--- src/rtl/backprop_node.sv ---
// ---------------------------------------------------------------------------
// backprop_node
//
// Training-direction partner of the two-input forward neuron in the XOR
// fixed-point network. It owns the node's weight1, weight2 and bias registers,
// which feed the forward node. A start strobe runs one gradient-descent step
// that does three things:
//    - computes the back-propagated errors delta*w1 and delta*w2, using the
//      weights as they were before the step;
//    - updates both weights by w -= (LR*delta)*in;
//    - updates the bias by b -= LR*delta.
// All arithmetic is Q6.10 signed. A single 16x16 multiplier is shared
// between the steps, and the FSM state selects its operands.
//
// Ports:
//    clk                 rising-edge clock
//    rst_n               asynchronous active-low reset
//    start               run one step (sampled only in IDLE)
//    load                write w1_ld/w2_ld/b_ld (sampled only in IDLE,
//                        wins over start)
//    w1_ld, w2_ld, b_ld  parameter load values, Q6.10
//    in1, in2            forward inputs of this node, captured on start
//    delta               error term of this node, captured on start
//    weight1, weight2,
//    bias                current parameter registers
//    err1, err2          back-propagated errors (pre-update weights)
//    busy                high in every non-IDLE state
//    done                one-cycle pulse once every result of the step is valid
// ---------------------------------------------------------------------------
module backprop_node #(
   parameter logic signed [15:0] LR      = 16'sh0200,
   parameter logic signed [15:0] W1_INIT = 16'sh0000,
   parameter logic signed [15:0] W2_INIT = 16'sh0000,
   parameter logic signed [15:0] B_INIT  = 16'sh0000
) (
   input  logic               clk,
   input  logic               rst_n,
   input  logic               start,
   input  logic               load,
   input  logic signed [15:0] w1_ld,
   input  logic signed [15:0] w2_ld,
   input  logic signed [15:0] b_ld,
   input  logic signed [15:0] in1,
   input  logic signed [15:0] in2,
   input  logic signed [15:0] delta,
   output logic signed [15:0] weight1,
   output logic signed [15:0] weight2,
   output logic signed [15:0] bias,
   output logic signed [15:0] err1,
   output logic signed [15:0] err2,
   output logic               busy,
   output logic               done
);

   typedef enum logic [2:0] {
      S_IDLE,
      S_SCALE,
      S_ERR1,
      S_ERR2,
      S_W1,
      S_W2,
      S_B,
      S_DONE
   } state_t;

   state_t r_state;
   state_t w_nextState;

   logic signed [15:0] r_weight1;
   logic signed [15:0] r_weight2;
   logic signed [15:0] r_bias;
   logic signed [15:0] r_err1;
   logic signed [15:0] r_err2;
   logic signed [15:0] r_in1;
   logic signed [15:0] r_in2;
   logic signed [15:0] r_delta;
   logic signed [15:0] r_g;
   logic               r_done;

   logic signed [15:0] w_mulA;
   logic signed [15:0] w_mulB;
   logic signed [31:0] w_prod;
   logic signed [31:0] w_prodShift;
   logic signed [15:0] w_fmul;
   logic signed [15:0] w_subA;
   logic signed [15:0] w_subB;
   logic signed [16:0] w_diff;
   logic signed [15:0] w_ssub;

   // State register; reset aborts any step in flight.
   always_ff @(posedge clk or negedge rst_n) begin
      if (!rst_n) begin
         r_state <= S_IDLE;
      end else begin
         r_state <= w_nextState;
      end
   end

   // Next-state logic. Load has priority over start in IDLE. Every other
   // state advances unconditionally, so strobes arriving mid-step are lost.
   always_comb begin
      w_nextState = r_state;
      case (r_state)
         S_IDLE: begin
            if (load) begin
               w_nextState = S_IDLE;
            end else if (start) begin
               w_nextState = S_SCALE;
            end
         end
         S_SCALE: w_nextState = S_ERR1;
         S_ERR1:  w_nextState = S_ERR2;
         S_ERR2:  w_nextState = S_W1;
         S_W1:    w_nextState = S_W2;
         S_W2:    w_nextState = S_B;
         S_B:     w_nextState = S_DONE;
         S_DONE:  w_nextState = S_IDLE;
         default: w_nextState = S_IDLE;
      endcase
   end

   // Operand selection for the single shared multiplier. The gradient scale
   // g = LR*delta is formed first, so both weight updates reuse it.
   always_comb begin
      w_mulA = 16'sd0;
      w_mulB = 16'sd0;
      case (r_state)
         S_SCALE: begin
            w_mulA = LR;
            w_mulB = r_delta;
         end
         S_ERR1: begin
            w_mulA = r_delta;
            w_mulB = r_weight1;
         end
         S_ERR2: begin
            w_mulA = r_delta;
            w_mulB = r_weight2;
         end
         S_W1: begin
            w_mulA = r_g;
            w_mulB = r_in1;
         end
         S_W2: begin
            w_mulA = r_g;
            w_mulB = r_in2;
         end
         default: begin
            w_mulA = 16'sd0;
            w_mulB = 16'sd0;
         end
      endcase
   end

   // Q6.10 multiply. The arithmetic shift floors toward minus infinity, so
   // -0.5 LSB becomes -1 LSB. The result is then clamped to the 16-bit range.
   always_comb begin
      w_prod      = w_mulA * w_mulB;
      w_prodShift = w_prod >>> 10;
      if (w_prodShift > 32'sd32767) begin
         w_fmul = 16'sh7FFF;
      end else if (w_prodShift < -32'sd32768) begin
         w_fmul = 16'sh8000;
      end else begin
         w_fmul = w_prodShift[15:0];
      end
   end

   // Saturating subtract for the parameter updates. Overflow shows up as a
   // mismatch between the two top bits of the 17-bit difference.
   always_comb begin
      w_subA = 16'sd0;
      w_subB = 16'sd0;
      case (r_state)
         S_W1: begin
            w_subA = r_weight1;
            w_subB = w_fmul;
         end
         S_W2: begin
            w_subA = r_weight2;
            w_subB = w_fmul;
         end
         S_B: begin
            w_subA = r_bias;
            w_subB = r_g;
         end
         default: begin
            w_subA = 16'sd0;
            w_subB = 16'sd0;
         end
      endcase
      w_diff = {w_subA[15], w_subA} - {w_subB[15], w_subB};
      if (w_diff[16] != w_diff[15]) begin
         w_ssub = w_diff[16] ? 16'sh8000 : 16'sh7FFF;
      end else begin
         w_ssub = w_diff[15:0];
      end
   end

   // Datapath registers. Each state writes only its own destination, so the
   // errors and parameters hold their values everywhere else. done is
   // registered from DONE, so it is high in the first IDLE cycle after a
   // step, when every result has already settled.
   always_ff @(posedge clk or negedge rst_n) begin
      if (!rst_n) begin
         r_weight1 <= W1_INIT;
         r_weight2 <= W2_INIT;
         r_bias    <= B_INIT;
         r_err1    <= 16'sd0;
         r_err2    <= 16'sd0;
         r_in1     <= 16'sd0;
         r_in2     <= 16'sd0;
         r_delta   <= 16'sd0;
         r_g       <= 16'sd0;
         r_done    <= 1'b0;
      end else begin
         case (r_state)
            S_IDLE: begin
               if (load) begin
                  r_weight1 <= w1_ld;
                  r_weight2 <= w2_ld;
                  r_bias    <= b_ld;
               end else if (start) begin
                  r_in1   <= in1;
                  r_in2   <= in2;
                  r_delta <= delta;
               end
            end
            S_SCALE: r_g       <= w_fmul;
            S_ERR1:  r_err1    <= w_fmul;
            S_ERR2:  r_err2    <= w_fmul;
            S_W1:    r_weight1 <= w_ssub;
            S_W2:    r_weight2 <= w_ssub;
            S_B:     r_bias    <= w_ssub;
            default: ;
         endcase
         r_done <= (r_state == S_DONE);
      end
   end

   assign weight1 = r_weight1;
   assign weight2 = r_weight2;
   assign bias    = r_bias;
   assign err1    = r_err1;
   assign err2    = r_err2;
   assign busy    = (r_state != S_IDLE);
   assign done    = r_done;

endmodule
--- config.mk ---
export PLATFORM = sky130hd
export DESIGN_NAME = backprop_node
export DESIGN_NICKNAME = d
export VERILOG_FILES = /design/src/rtl/backprop_node.sv
export SDC_FILE = /design/constraint.sdc
export NUM_CORES = 1
export LEC_CHECK = 0
export ABC_AREA = 1
export BUFFER_PORTS_ARGS = -buffer_cell sky130_fd_sc_hd__buf_2
export CORE_MARGIN = 5
export CORE_UTILIZATION = 50
export CTS_CLUSTER_DIAMETER = 30
export DETAILED_ROUTE_END_ITERATION = 7
export PLACE_DENSITY = 0.74
export SLEW_MARGIN = 10
export SYNTH_ARGS = -nofsm -noshare
export SYNTH_HDL_FRONTEND = slang
export SYNTH_SLANG_ARGS = --single-unit
--- constraint.sdc ---
create_clock -name clk -period 12.1 [get_ports clk]
set_input_delay 0.605 -clock clk [delete_from_list [all_inputs] [get_ports clk]]
set_output_delay 0.605 -clock clk [all_outputs]
set_load 0.02 [all_outputs]
==> out/qor.yml <==
finish:
  layout_common_cells: "nand2_1, inv_1, nor2_1"
  ff_latch_area_sq_um: 3700
  drive_above_1_share: 0.142
  layout.nets: 2941
  multi_input_area_sq_um: 12400
  layout_commonest_cell: "nand2_1"
  fillCellCount: 3306
  area_growth_pct: 12.6
  fin_area_sq_um: 20500
placement:
  hpwlAfterDp_mm: 48.4
  pre_cts_ws_ns: 0.585
  placed_cell_area_sq_um: 19900
  io_buffers: 181
  finalWeightedCongestion: 0.974
sta:
  rsz0062_at_grt: "no"
  max_slew_margin: 0.314
  setup_viol: 0
  final_hold_viol_count: 0
  max_freq_ghz: 0.0888
  tightestPinTransition_ns: 1.03
  fin_ws_ns: 0.833
  finalSetupTns_ns: 0
  finalCritPeriodShare: 0.931
  slew_viol_final: 0
  final.setup_skew_ns: 0.0117
  period_needed_ns: 11.27
global_routing:
  grt_usage: 0.297
  grt_max_degree: 78
  grt_pass1_vias: 17400
  grt_pass1_wl_mm: 94.9
  gr-total-overflow: 0
  grt_antenna_before_repair: 1
logic_synthesis:
  synth-async-reset-ratio: 1.00
  synth_edf_count: 0
  syn_nets: 2750
  synth_top_family_by_area: "adder cells"
  ys_warn_count: 0
  avgSynthCellArea_sq_um: 7.94
  synth_cells: 2289
  synth-simple-area-share: 0.216
  synth_area_sq_um: 18200
  yosysSeqAreaShare: 0.204
  synth_mux_area_frac: 0.00805
  synth.ff_latch_count: 148
  synth_compound_area_frac: 0.0797
  synth_xor_area_frac: 0.0197
  yosys.area_share.adder: 0.357
  synthDistinctLibCells: 48
  synthFlopType: "dfrtp_1"
floorplan:
  die_y_um: 201
  io-pin-count: 182
  dieArea_sq_um: 40300
  start_util: 0.509
  die_width_um: 201
  core-area_sq_um: 35700
  rows: 69
clock_tree:
  clock_latency_ns: 0.43
  htreeDepth: 4
  postCtsSetupBuffers: 0
  cts_root_buffer: "clkbuf_16"
  cts_buffers: 17
  cts_sinks: 148
  clk_pin_slew_worst_paths_ns: 0.07
  tritoncts: "yes"
  cts_buffer_depth: 2
setup_path:
  arrival_ns: 11.63
  setup.worst_path.end_class: "register"
  critPathSlowestCell: "fa_1"
  timing.critical_path.mode_cell: "nand2_1"
  reg2reg_from: "r_state[1]"
  critPathKind: "register to register"
  cp_data_required_time_ns: 12.46
  r2r-end: "weight1[5]"
  rrSetupSlack_ns: 0.83
  reg2reg_depth: 50
  cp_max_fo: 23
  cp_slowest_stage_delay_ns: 0.54
  crit_path_start_kind: "register"
job:
  cap_violations: 0
route:
  finalWirelength_mm: 59.3
  vias: 16300
  drt_iter0_drc: 1682
  antenna_left: 0
  wl_met1_mm: 24.1
  first_pass_iters: 6
  viasPerCell: 5.53
  met2_length_mm: 27.9
  drc: 0
  highest_layer: "met5"
  met3_length_mm: 4.67
  wl_per_cell_um: 20.1
worst_hold_path:
  worstHoldPathType: "primary input to asynchronous set/reset pin"
outcome:
  status: "finished clean"
## cell type report
cell class | count | area share
Clock buffer | 17 | 0.0208
Antenna cell | 2 | 0.000244
Timing Repair Buffer | 240 | 0.0668
Inverter | 482 | 0.0887
Sequential cell | 148 | 0.181
Tap cell | 461 | 0.0282
Clock inverter | 14 | 0.00819
Multi-Input combinational cell | 1591 | 0.606
## through the flow
stage          cells  hold slack, ns   util
5_1_grt         2953           0.209  0.573
3_5_place_dp    2922           0.459  0.556
4_1_cts         2953           0.200  0.572
2_1_floorplan   2289           0.309      -
6_report        2955           0.157  0.573
3_3_place_gp    2922           0.460  0.556
## Yosys cell counts (15+ instances only)
cell,instances,area share
o221ai_1,17,0.0082
xor2_1,20,0.0096
nand2_1,524,0.11
xnor2_1,21,0.010
dfrtp_1,148,0.20
nand2_4,25,0.015
a21oi_1,97,0.027
inv_1,466,0.096
clkbuf_1,52,0.011
ha_1,99,0.068
o211ai_1,15,0.0062
nand3_1,67,0.018
fa_1,262,0.29
o22ai_1,28,0.0096
o21ai_0,43,0.012
nor2_1,273,0.056
## layer usage
layer | up-vias | GRT usage
li1 | 7301 | -
met1 | 8099 | 0.406
met2 | 768 | 0.480
met3 | 172 | 0.0454
met4 | 2 | 0.116
met5 | - | 0
## state kept, by name, indices dropped and copies added (netlist names)
signal and count:
r_in2 16, weight1 16, done 1, weight2 16, err1 16, err2 16
r_g 16, r_in1 16, r_state 3, bias 16, r_delta 16
## worst max-delay path, delay by kind of cell, from the launching register on
family,cells,cell delay (ns)
AND/OR/NAND/NOR,21,2.67
buffers and inverters,11,1.81
AO/OA/AOI/OAI,8,2.25
flip-flops,1,0.38
adder cells (fa/ha/maj),10,4.03
## cell families (layout without fill, tap and decap cells)
logic type,Yosys count,after routing
DFF,148,148
other,0,2
xor gates and xnor gates,41,41
muxes,13,13
buffers and inverters,550,753
and+or+nand+nor,937,937
adders and majority gates,361,361
AOI/OAI and AO/OA,239,239
## timing repair
item                                   CTS  global route
endpoints found under the hold margin    0             0
hold buffers                             0             0
gates resized for setup                  0             4
setup endpoints to repair                0            45
## worst max path at each step
| stage | slack [ns] | cells past startpoint | endpoint | startpoint |
|---|---|---|---|---|
| 3_3_place_gp | 0.99 | 50 | weight2[0] | r_state[1] |
| 2_1_floorplan | 2.46 | 52 | weight1[6] | r_state[1] |
| 4_1_cts | 0.51 | 50 | weight1[5] | r_state[1] |
| 5_1_grt | 0.07 | 50 | weight1[6] | r_state[1] |
| 3_5_place_dp | 0.59 | 50 | weight1[5] | r_state[1] |
| 6_report | 0.83 | 50 | weight1[5] | r_state[1] |
Power is left out: the tool's default activity adds up to more than one toggle a clock period on the data nets, which glitch-free logic cannot reach.
